==> src/rtl/cell_plot_queue_if.sv <==
// ============================================================================
// cell_plot_queue_if : event-in / pixel-out bundle for cell_plot_queue
// Revision: 1.0
// ============================================================================
`timescale 1ns/1ps
`default_nettype none

interface cell_plot_queue_if #(
    parameter int ADDR_W = 4
);
    logic              in_valid;
    logic              in_ready;
    logic [7:0]        in_x;
    logic [6:0]        in_y;
    logic              in_alive;
    logic              clear_req;
    logic              clear_busy;
    logic [7:0]        x;
    logic [6:0]        y;
    logic [2:0]        colour;
    logic              plot;
    logic [ADDR_W:0]   fifo_count;
    logic              err_range;

    modport master (
        output in_valid, in_x, in_y, in_alive, clear_req,
        input  in_ready, clear_busy, x, y, colour, plot, fifo_count, err_range
    );

    modport slave (
        input  in_valid, in_x, in_y, in_alive, clear_req,
        output in_ready, clear_busy, x, y, colour, plot, fifo_count, err_range
    );
endinterface

`default_nettype wire

==> src/rtl/cell_plot_queue.sv <==
// ============================================================================
// cell_plot_queue : FIFO of changed-cell events drained to the VGA adapter at
// one pixel per clock, plus a full-screen clear sweep.
// Optional macro: CELL_PLOT_RANGE_CHECK_EN (discard out-of-range events).
// Revision: 1.0
// ============================================================================
`timescale 1ns/1ps
`default_nettype none

module cell_plot_queue #(
    parameter int          DEPTH        = 16,
    parameter int          ADDR_W       = 4,
    parameter int          X_MAX        = 160,
    parameter int          Y_MAX        = 120,
    parameter logic [2:0]  ALIVE_COLOUR = 3'b111,
    parameter logic [2:0]  DEAD_COLOUR  = 3'b000
) (
    input  wire logic        clock,
    input  wire logic        reset,
    cell_plot_queue_if.slave bus
);

    typedef enum logic [1:0] {
        ST_IDLE  = 2'd0,
        ST_DRAIN = 2'd1,
        ST_CLEAR = 2'd2
    } state_t;

    localparam logic [ADDR_W:0] C_FULL   = (ADDR_W+1)'(DEPTH);
    localparam logic [7:0]      C_X_LAST = 8'(X_MAX - 1);
    localparam logic [6:0]      C_Y_LAST = 7'(Y_MAX - 1);

    state_t             r_state, w_state_next;
    logic [15:0]        r_mem [DEPTH];
    logic [ADDR_W-1:0]  r_wr_ptr, r_rd_ptr;
    logic [ADDR_W:0]    r_count;
    logic [7:0]         r_x, w_x_next;
    logic [6:0]         r_y, w_y_next;
    logic [2:0]         r_colour, w_colour_next;
    logic               r_plot, w_plot_next;
    logic               r_busy, w_busy_next;
    logic               w_push, w_store, w_pop, w_empty, w_sweep_last;
    logic [15:0]        w_head;

    assign w_empty      = (r_count == '0);
    assign bus.in_ready = (r_count != C_FULL);
    assign w_push       = bus.in_valid & bus.in_ready;
    assign w_head       = r_mem[r_rd_ptr];
    assign w_sweep_last = (r_x == C_X_LAST) && (r_y == C_Y_LAST);

`ifdef CELL_PLOT_RANGE_CHECK_EN
    localparam logic [7:0] C_X_MAX = 8'(X_MAX);
    localparam logic [6:0] C_Y_MAX = 7'(Y_MAX);
    logic w_in_range;
    logic r_err_range;

    assign w_in_range    = (bus.in_x < C_X_MAX) && (bus.in_y < C_Y_MAX);
    // Out-of-range events still complete the handshake; they are just not stored.
    assign w_store       = w_push & w_in_range;
    assign bus.err_range = r_err_range;

    always_ff @(posedge clock or posedge reset) begin
        if (reset)
            r_err_range <= 1'b0;
        else if (w_push && !w_in_range)
            r_err_range <= 1'b1;
    end
`else
    assign w_store       = w_push;
    assign bus.err_range = 1'b0;
`endif

    // Next state and next registered pixel outputs. IDLE and DRAIN behave alike
    // so a lone event plots on the edge right after it is queued.
    always_comb begin
        w_state_next  = r_state;
        w_x_next      = r_x;
        w_y_next      = r_y;
        w_colour_next = r_colour;
        w_plot_next   = 1'b0;
        w_busy_next   = 1'b0;
        w_pop         = 1'b0;
        case (r_state)
            ST_CLEAR: begin
                if (!w_sweep_last) begin
                    w_busy_next   = 1'b1;
                    w_plot_next   = 1'b1;
                    w_colour_next = DEAD_COLOUR;
                    if (r_x == C_X_LAST) begin
                        w_x_next = 8'd0;
                        w_y_next = r_y + 7'd1;
                    end else begin
                        w_x_next = r_x + 8'd1;
                    end
                end else if (!w_empty) begin
                    w_pop         = 1'b1;
                    w_state_next  = ST_DRAIN;
                    w_plot_next   = 1'b1;
                    w_x_next      = w_head[15:8];
                    w_y_next      = w_head[7:1];
                    w_colour_next = w_head[0] ? ALIVE_COLOUR : DEAD_COLOUR;
                end else begin
                    w_state_next  = ST_IDLE;
                end
            end
            default: begin
                if (bus.clear_req) begin
                    w_state_next  = ST_CLEAR;
                    w_busy_next   = 1'b1;
                    w_plot_next   = 1'b1;
                    w_x_next      = 8'd0;
                    w_y_next      = 7'd0;
                    w_colour_next = DEAD_COLOUR;
                end else if (!w_empty) begin
                    w_pop         = 1'b1;
                    w_state_next  = ST_DRAIN;
                    w_plot_next   = 1'b1;
                    w_x_next      = w_head[15:8];
                    w_y_next      = w_head[7:1];
                    w_colour_next = w_head[0] ? ALIVE_COLOUR : DEAD_COLOUR;
                end else begin
                    w_state_next  = ST_IDLE;
                end
            end
        endcase
    end

    always_ff @(posedge clock or posedge reset) begin
        if (reset)
            r_state <= ST_IDLE;
        else
            r_state <= w_state_next;
    end

    always_ff @(posedge clock or posedge reset) begin
        if (reset) begin
            r_x      <= 8'd0;
            r_y      <= 7'd0;
            r_colour <= DEAD_COLOUR;
            r_plot   <= 1'b0;
            r_busy   <= 1'b0;
        end else begin
            r_x      <= w_x_next;
            r_y      <= w_y_next;
            r_colour <= w_colour_next;
            r_plot   <= w_plot_next;
            r_busy   <= w_busy_next;
        end
    end

    always_ff @(posedge clock or posedge reset) begin
        if (reset) begin
            r_wr_ptr <= '0;
            r_rd_ptr <= '0;
            r_count  <= '0;
        end else begin
            if (w_store)
                r_wr_ptr <= r_wr_ptr + ADDR_W'(1);
            if (w_pop)
                r_rd_ptr <= r_rd_ptr + ADDR_W'(1);
            r_count <= r_count + (ADDR_W+1)'(w_store) - (ADDR_W+1)'(w_pop);
        end
    end

    always_ff @(posedge clock) begin
        if (w_store)
            r_mem[r_wr_ptr] <= {bus.in_x, bus.in_y, bus.in_alive};
    end

    assign bus.x          = r_x;
    assign bus.y          = r_y;
    assign bus.colour     = r_colour;
    assign bus.plot       = r_plot;
    assign bus.clear_busy = r_busy;
    assign bus.fifo_count = r_count;

endmodule

`default_nettype wire

==> src/flat_wrapper.sv <==
// flat-port wrapper written by rule: the top's interface ports become plain ports
module cell_plot_queue_flat 
#(
    parameter int          DEPTH        = 16,
    parameter int          ADDR_W       = 4,
    parameter int          X_MAX        = 160,
    parameter int          Y_MAX        = 120,
    parameter logic [2:0]  ALIVE_COLOUR = 3'b111,
    parameter logic [2:0]  DEAD_COLOUR  = 3'b000
)
  (clock, reset, bus_in_valid, bus_in_x, bus_in_y, bus_in_alive, bus_clear_req, bus_in_ready, bus_clear_busy, bus_x, bus_y, bus_colour, bus_plot, bus_fifo_count, bus_err_range);
  cell_plot_queue_if #(.ADDR_W(ADDR_W)) bus_i ();
  input  wire logic clock;
  input  wire logic reset;
  input wire logic [$bits(bus_i.in_valid)-1:0] bus_in_valid;
  input wire logic [$bits(bus_i.in_x)-1:0] bus_in_x;
  input wire logic [$bits(bus_i.in_y)-1:0] bus_in_y;
  input wire logic [$bits(bus_i.in_alive)-1:0] bus_in_alive;
  input wire logic [$bits(bus_i.clear_req)-1:0] bus_clear_req;
  output wire logic [$bits(bus_i.in_ready)-1:0] bus_in_ready;
  output wire logic [$bits(bus_i.clear_busy)-1:0] bus_clear_busy;
  output wire logic [$bits(bus_i.x)-1:0] bus_x;
  output wire logic [$bits(bus_i.y)-1:0] bus_y;
  output wire logic [$bits(bus_i.colour)-1:0] bus_colour;
  output wire logic [$bits(bus_i.plot)-1:0] bus_plot;
  output wire logic [$bits(bus_i.fifo_count)-1:0] bus_fifo_count;
  output wire logic [$bits(bus_i.err_range)-1:0] bus_err_range;
  assign bus_i.in_valid = bus_in_valid;
  assign bus_i.in_x = bus_in_x;
  assign bus_i.in_y = bus_in_y;
  assign bus_i.in_alive = bus_in_alive;
  assign bus_i.clear_req = bus_clear_req;
  assign bus_in_ready = bus_i.in_ready;
  assign bus_clear_busy = bus_i.clear_busy;
  assign bus_x = bus_i.x;
  assign bus_y = bus_i.y;
  assign bus_colour = bus_i.colour;
  assign bus_plot = bus_i.plot;
  assign bus_fifo_count = bus_i.fifo_count;
  assign bus_err_range = bus_i.err_range;
  cell_plot_queue #(.DEPTH(DEPTH), .ADDR_W(ADDR_W), .X_MAX(X_MAX), .Y_MAX(Y_MAX), .ALIVE_COLOUR(ALIVE_COLOUR), .DEAD_COLOUR(DEAD_COLOUR)) u_core (.clock(clock), .reset(reset), .bus(bus_i));
endmodule
==> config.mk <==
export PLATFORM = sky130hd
export DESIGN_NAME = cell_plot_queue_flat
export DESIGN_NICKNAME = d
export VERILOG_FILES = /design/src/rtl/cell_plot_queue_if.sv /design/src/rtl/cell_plot_queue.sv /design/src/flat_wrapper.sv
export SDC_FILE = /design/constraint.sdc
export NUM_CORES = 1
export LEC_CHECK = 0
export BUFFER_PORTS_ARGS = -buffer_cell sky130_fd_sc_hd__buf_2
export CORE_MARGIN = 4
export CORE_UTILIZATION = 55
export DETAILED_ROUTE_END_ITERATION = 16
export PLACE_DENSITY = 0.75
export SLEW_MARGIN = 15
export SYNTH_ARGS = -nofsm -noshare
export SYNTH_HDL_FRONTEND = slang
export SYNTH_SLANG_ARGS = --single-unit
export TNS_END_PERCENT = 50
==> constraint.sdc <==
create_clock -name clock -period 3.15 [get_ports clock]
set_clock_uncertainty 0.15 [all_clocks]
set_input_delay 0.63 -clock clock [delete_from_list [all_inputs] [get_ports clock]]
set_output_delay 0.63 -clock clock [all_outputs]
set_load 0.01 [all_outputs]
==> metrics.txt <==
status finished clean; Net Sw Power 0.00380 W; die extent in x 156 um; Final GP Congestion 0.899; Seq/Total Area, Yosys 71.3%; Worst Hold Class primary input to asynchronous set/reset pin; Slew @ Worst Pin 0.820 ns; core region area 21,200 um2; critical path type register to register; critical-path cell list ha_4 -> nand4b_1 -> nor2_4 -> a21o_4 -> inv_1 -> nor2_2 -> ha_1 -> inv_1 -> ha_1 -> inv_1 -> fa_2 -> inv_1 -> a21oi_1 -> nor2_1 -> nor2_1 -> xnor2_1; CTS H-tree depth 1; max cap viols 0; Total Wirelength 26,800 um; Ports 47; Worst R2R Start u_core.bus.y[0]; yosys synthesis warning count 0; Final ANT Viol Nets 0; P&R area growth vs syn 14.6%; prevailing post-synth register cell edfxtp_1; peak supply drop 0.401 mV; syn avg cell area 18.3 um2; Worst-Skew Late Latency 0.53 ns; Final HPWL DP 16,800 um; most common cell after layout, fill and taps aside edfxtp_1; Num CTS Buffers 27; Layout Nets 785; Post-synth EDFFs 256; Cell Int Power 0.00836 W; Worst slew margin 45.3%; Post-Syn Instances 655; Clock Sink Count 291; Clock Power Share 26.6%; non-filler instance count after layout 1,046; DR vias/cell 6.30; multi-input logic area 3220 um2; Worst Setup Start Kind register; most frequent cells in the layout 256 x edfxtp_1, 50 x buf_4, 45 x mux4_2, 45 x buf_2, 32 x dfrtp_1; power share of the combinational group 31.2%; final hold violations 0; Reg area 8570 um2; FF+latch count, synth 291; fraction of layout cells with a size suffix above 1 27.0%; most frequent CP cell inv_1; Die Y 156 um; hold buffer count at cts 0; max frequency 340 MHz; number of DRC markers in iteration 0 795; CP Data Arrival Time 3.20 ns; Net Count, Synth 689; Clk pin slew, worst setup/hold paths 0.07 ns; DR WL/cell 25.6 um; first-pass GRT wire length 41,000 um; largest net degree at the start of global routing 37; cell total after placement 991; Final Max Tran Viols 0; beginning of the critical path u_core.bus.y[0]; Initial Utilization 56.6%; total negative setup slack 0 ns; total chip power 0.0122 W; first drt pass iteration count 5; port buffer count 45; Worst Setup End Kind register; pwr dens 883 nW/um2; vias in the first global route 6,782; Leakage 4.88 nW; Finish-stage setup viols 0; Sw Ratio 31.3%; sequential cell fraction of total power 42.2%; worst stage delay on the critical path 0.40 ns; Worst path slowest cell dfrtp_1; minimum clock period 2.94 ns; CTS tree done; clk buf depth 3; drc violations 0; # fillers 1,387; DIE AREA 24,300 um2; final critical-path share of the clock period 93.3%; Root Buffer clkbuf_16; GR Overflow Total 0; Async S/R FF share, synth 12.0%; initial antenna violation count 1; Crit path required time 3.41 ns; Max FO, Critical Path 6; Distinct cells, synth 63; FP Rows 53; Total GRT Usage 22.5%; Vias 6,585; synthesized area 12,000 um2
[cells by family (layout without fill, tap and decap cells)]
family | Yosys count | after routing | synth area share, %
other cells | 1 | 2 | 0.0312
flops | 291 | 291 | 71.3
mux | 88 | 88 | 13.7
compound gates | 90 | 90 | 5.45
xor+xnor | 14 | 14 | 1.02
simple gates | 101 | 101 | 4.54
buf+inv | 56 | 171 | 2.45
fa+ha+maj | 14 | 14 | 1.52
[per-stage QoR]
stage	hold WS, ns	utilization, %	cell area [um2]	setup WS [ns]
final	0.0287	64.9	13800	0.211
after global routing	0.0696	64.9	13800	-0.000518
after CTS	0.0333	64.5	13700	0.0350
after detailed placement	0.318	60.3	12800	0.124
after global placement	0.306	60.3	12800	0.266
after floorplan	0.368	-	12000	-0.0924
[repair_timing]
item | in CTS | in global routing
setup buffers | 0 | 6
resized for setup | 0 | 9
setup endpoints to repair | 0 | 1
[synthesized netlist by cell type, drive strengths merged (2+ instances only)]
library cell / instances / area share [%]
mux2: 3 / 0.28
a2111oi: 3 / 0.32
a211oi: 5 / 0.31
nor3: 5 / 0.30
nand4: 2 / 0.10
o22ai: 5 / 0.26
or2: 3 / 0.16
a22oi: 5 / 0.31
a21o: 6 / 0.44
o2bb2ai: 2 / 0.15
mux4: 57 / 11
xnor2: 10 / 0.73
nand2b: 7 / 0.36
edfxtp: 256 / 64
nor2: 21 / 0.66
nor3b: 4 / 0.25
nor4: 8 / 0.42
clkbuf: 7 / 0.22
and3: 3 / 0.16
ha: 13 / 1.4
nand2: 18 / 0.56
a211o: 3 / 0.22
o21ai: 18 / 0.75
xor2: 4 / 0.29
mux2i: 28 / 2.3
o221ai: 2 / 0.15
nor2b: 10 / 0.52
and2: 10 / 0.52
buf: 24 / 1.4
nand3: 7 / 0.29
inv: 24 / 0.75
a221oi: 9 / 0.71
a21oi: 15 / 0.63
dfrtp: 35 / 7.3
a221o: 4 / 0.33
o21bai: 3 / 0.19
[power by group through the flow]
stage                     clock [W]  sequential [W]  combinational [W]
after detailed placement          0         0.00518            0.00372
after floorplan                   0         0.00504            0.00264
final                       0.00324         0.00513            0.00380
after global routing        0.00344         0.00517            0.00409
after global placement            0         0.00513            0.00361
after CTS                   0.00327         0.00511            0.00375
[per-layer routing]
layer	GRT usage, %	up-vias	routed length [um]
met4	5.75	0	532
li1	-	2818	-
met1	31.2	3394	10800
met2	38.0	330	13600
met3	3.36	43	1850
met5	0	-	0
[flip-flops by register name (all words and copies together) (netlist names)]
register / flops
u_core.bus.clear_busy: 1
u_core.bus.fifo_count: 5
u_core.r_wr_ptr: 4
u_core.bus.plot: 1
u_core.r_state: 2
u_core.bus.y: 7
u_core.r_rd_ptr: 4
u_core.bus.colour: 3
u_core.r_mem: 256
u_core.bus.x: 8
[final cells by class]
type | count | share of cell area, %
Antenna cell | 1 | 0.0182
Multi-Input combinational cell | 308 | 23.4
Tap cell | 275 | 2.50
Clock buffer | 31 | 5.02
Clock inverter | 17 | 1.33
Timing Repair Buffer | 98 | 4.80
Sequential cell | 291 | 62.3
Inverter | 25 | 0.682
[path summary, 6_finish.rpt]
check,endpoint,slack [ns],cells past startpoint
setup / recovery,u_core.bus.fifo_count[4],0.21,16
hold / removal,u_core.r_wr_ptr[2],0.03,3
setup reg to reg,u_core.bus.fifo_count[4],0.21,16
hold reg to reg,u_core.bus.colour[2],0.35,1
max in group asynchronous,u_core.r_rd_ptr[0],2.45,3
min in group clock,u_core.bus.y[6],0.30,4
[worst max-delay path: cells and delay by family (launching register included)]
kind | cells | cell delay, ns
adders and majority gates | 4 | 0.91
and+or+nand+nor | 5 | 0.75
DFF | 1 | 0.40
AOI/OAI and AO/OA | 2 | 0.26
buffers and inverters | 4 | 0.25
xor gates and xnor gates | 1 | 0.12
(Power assumes the default switching activity.)
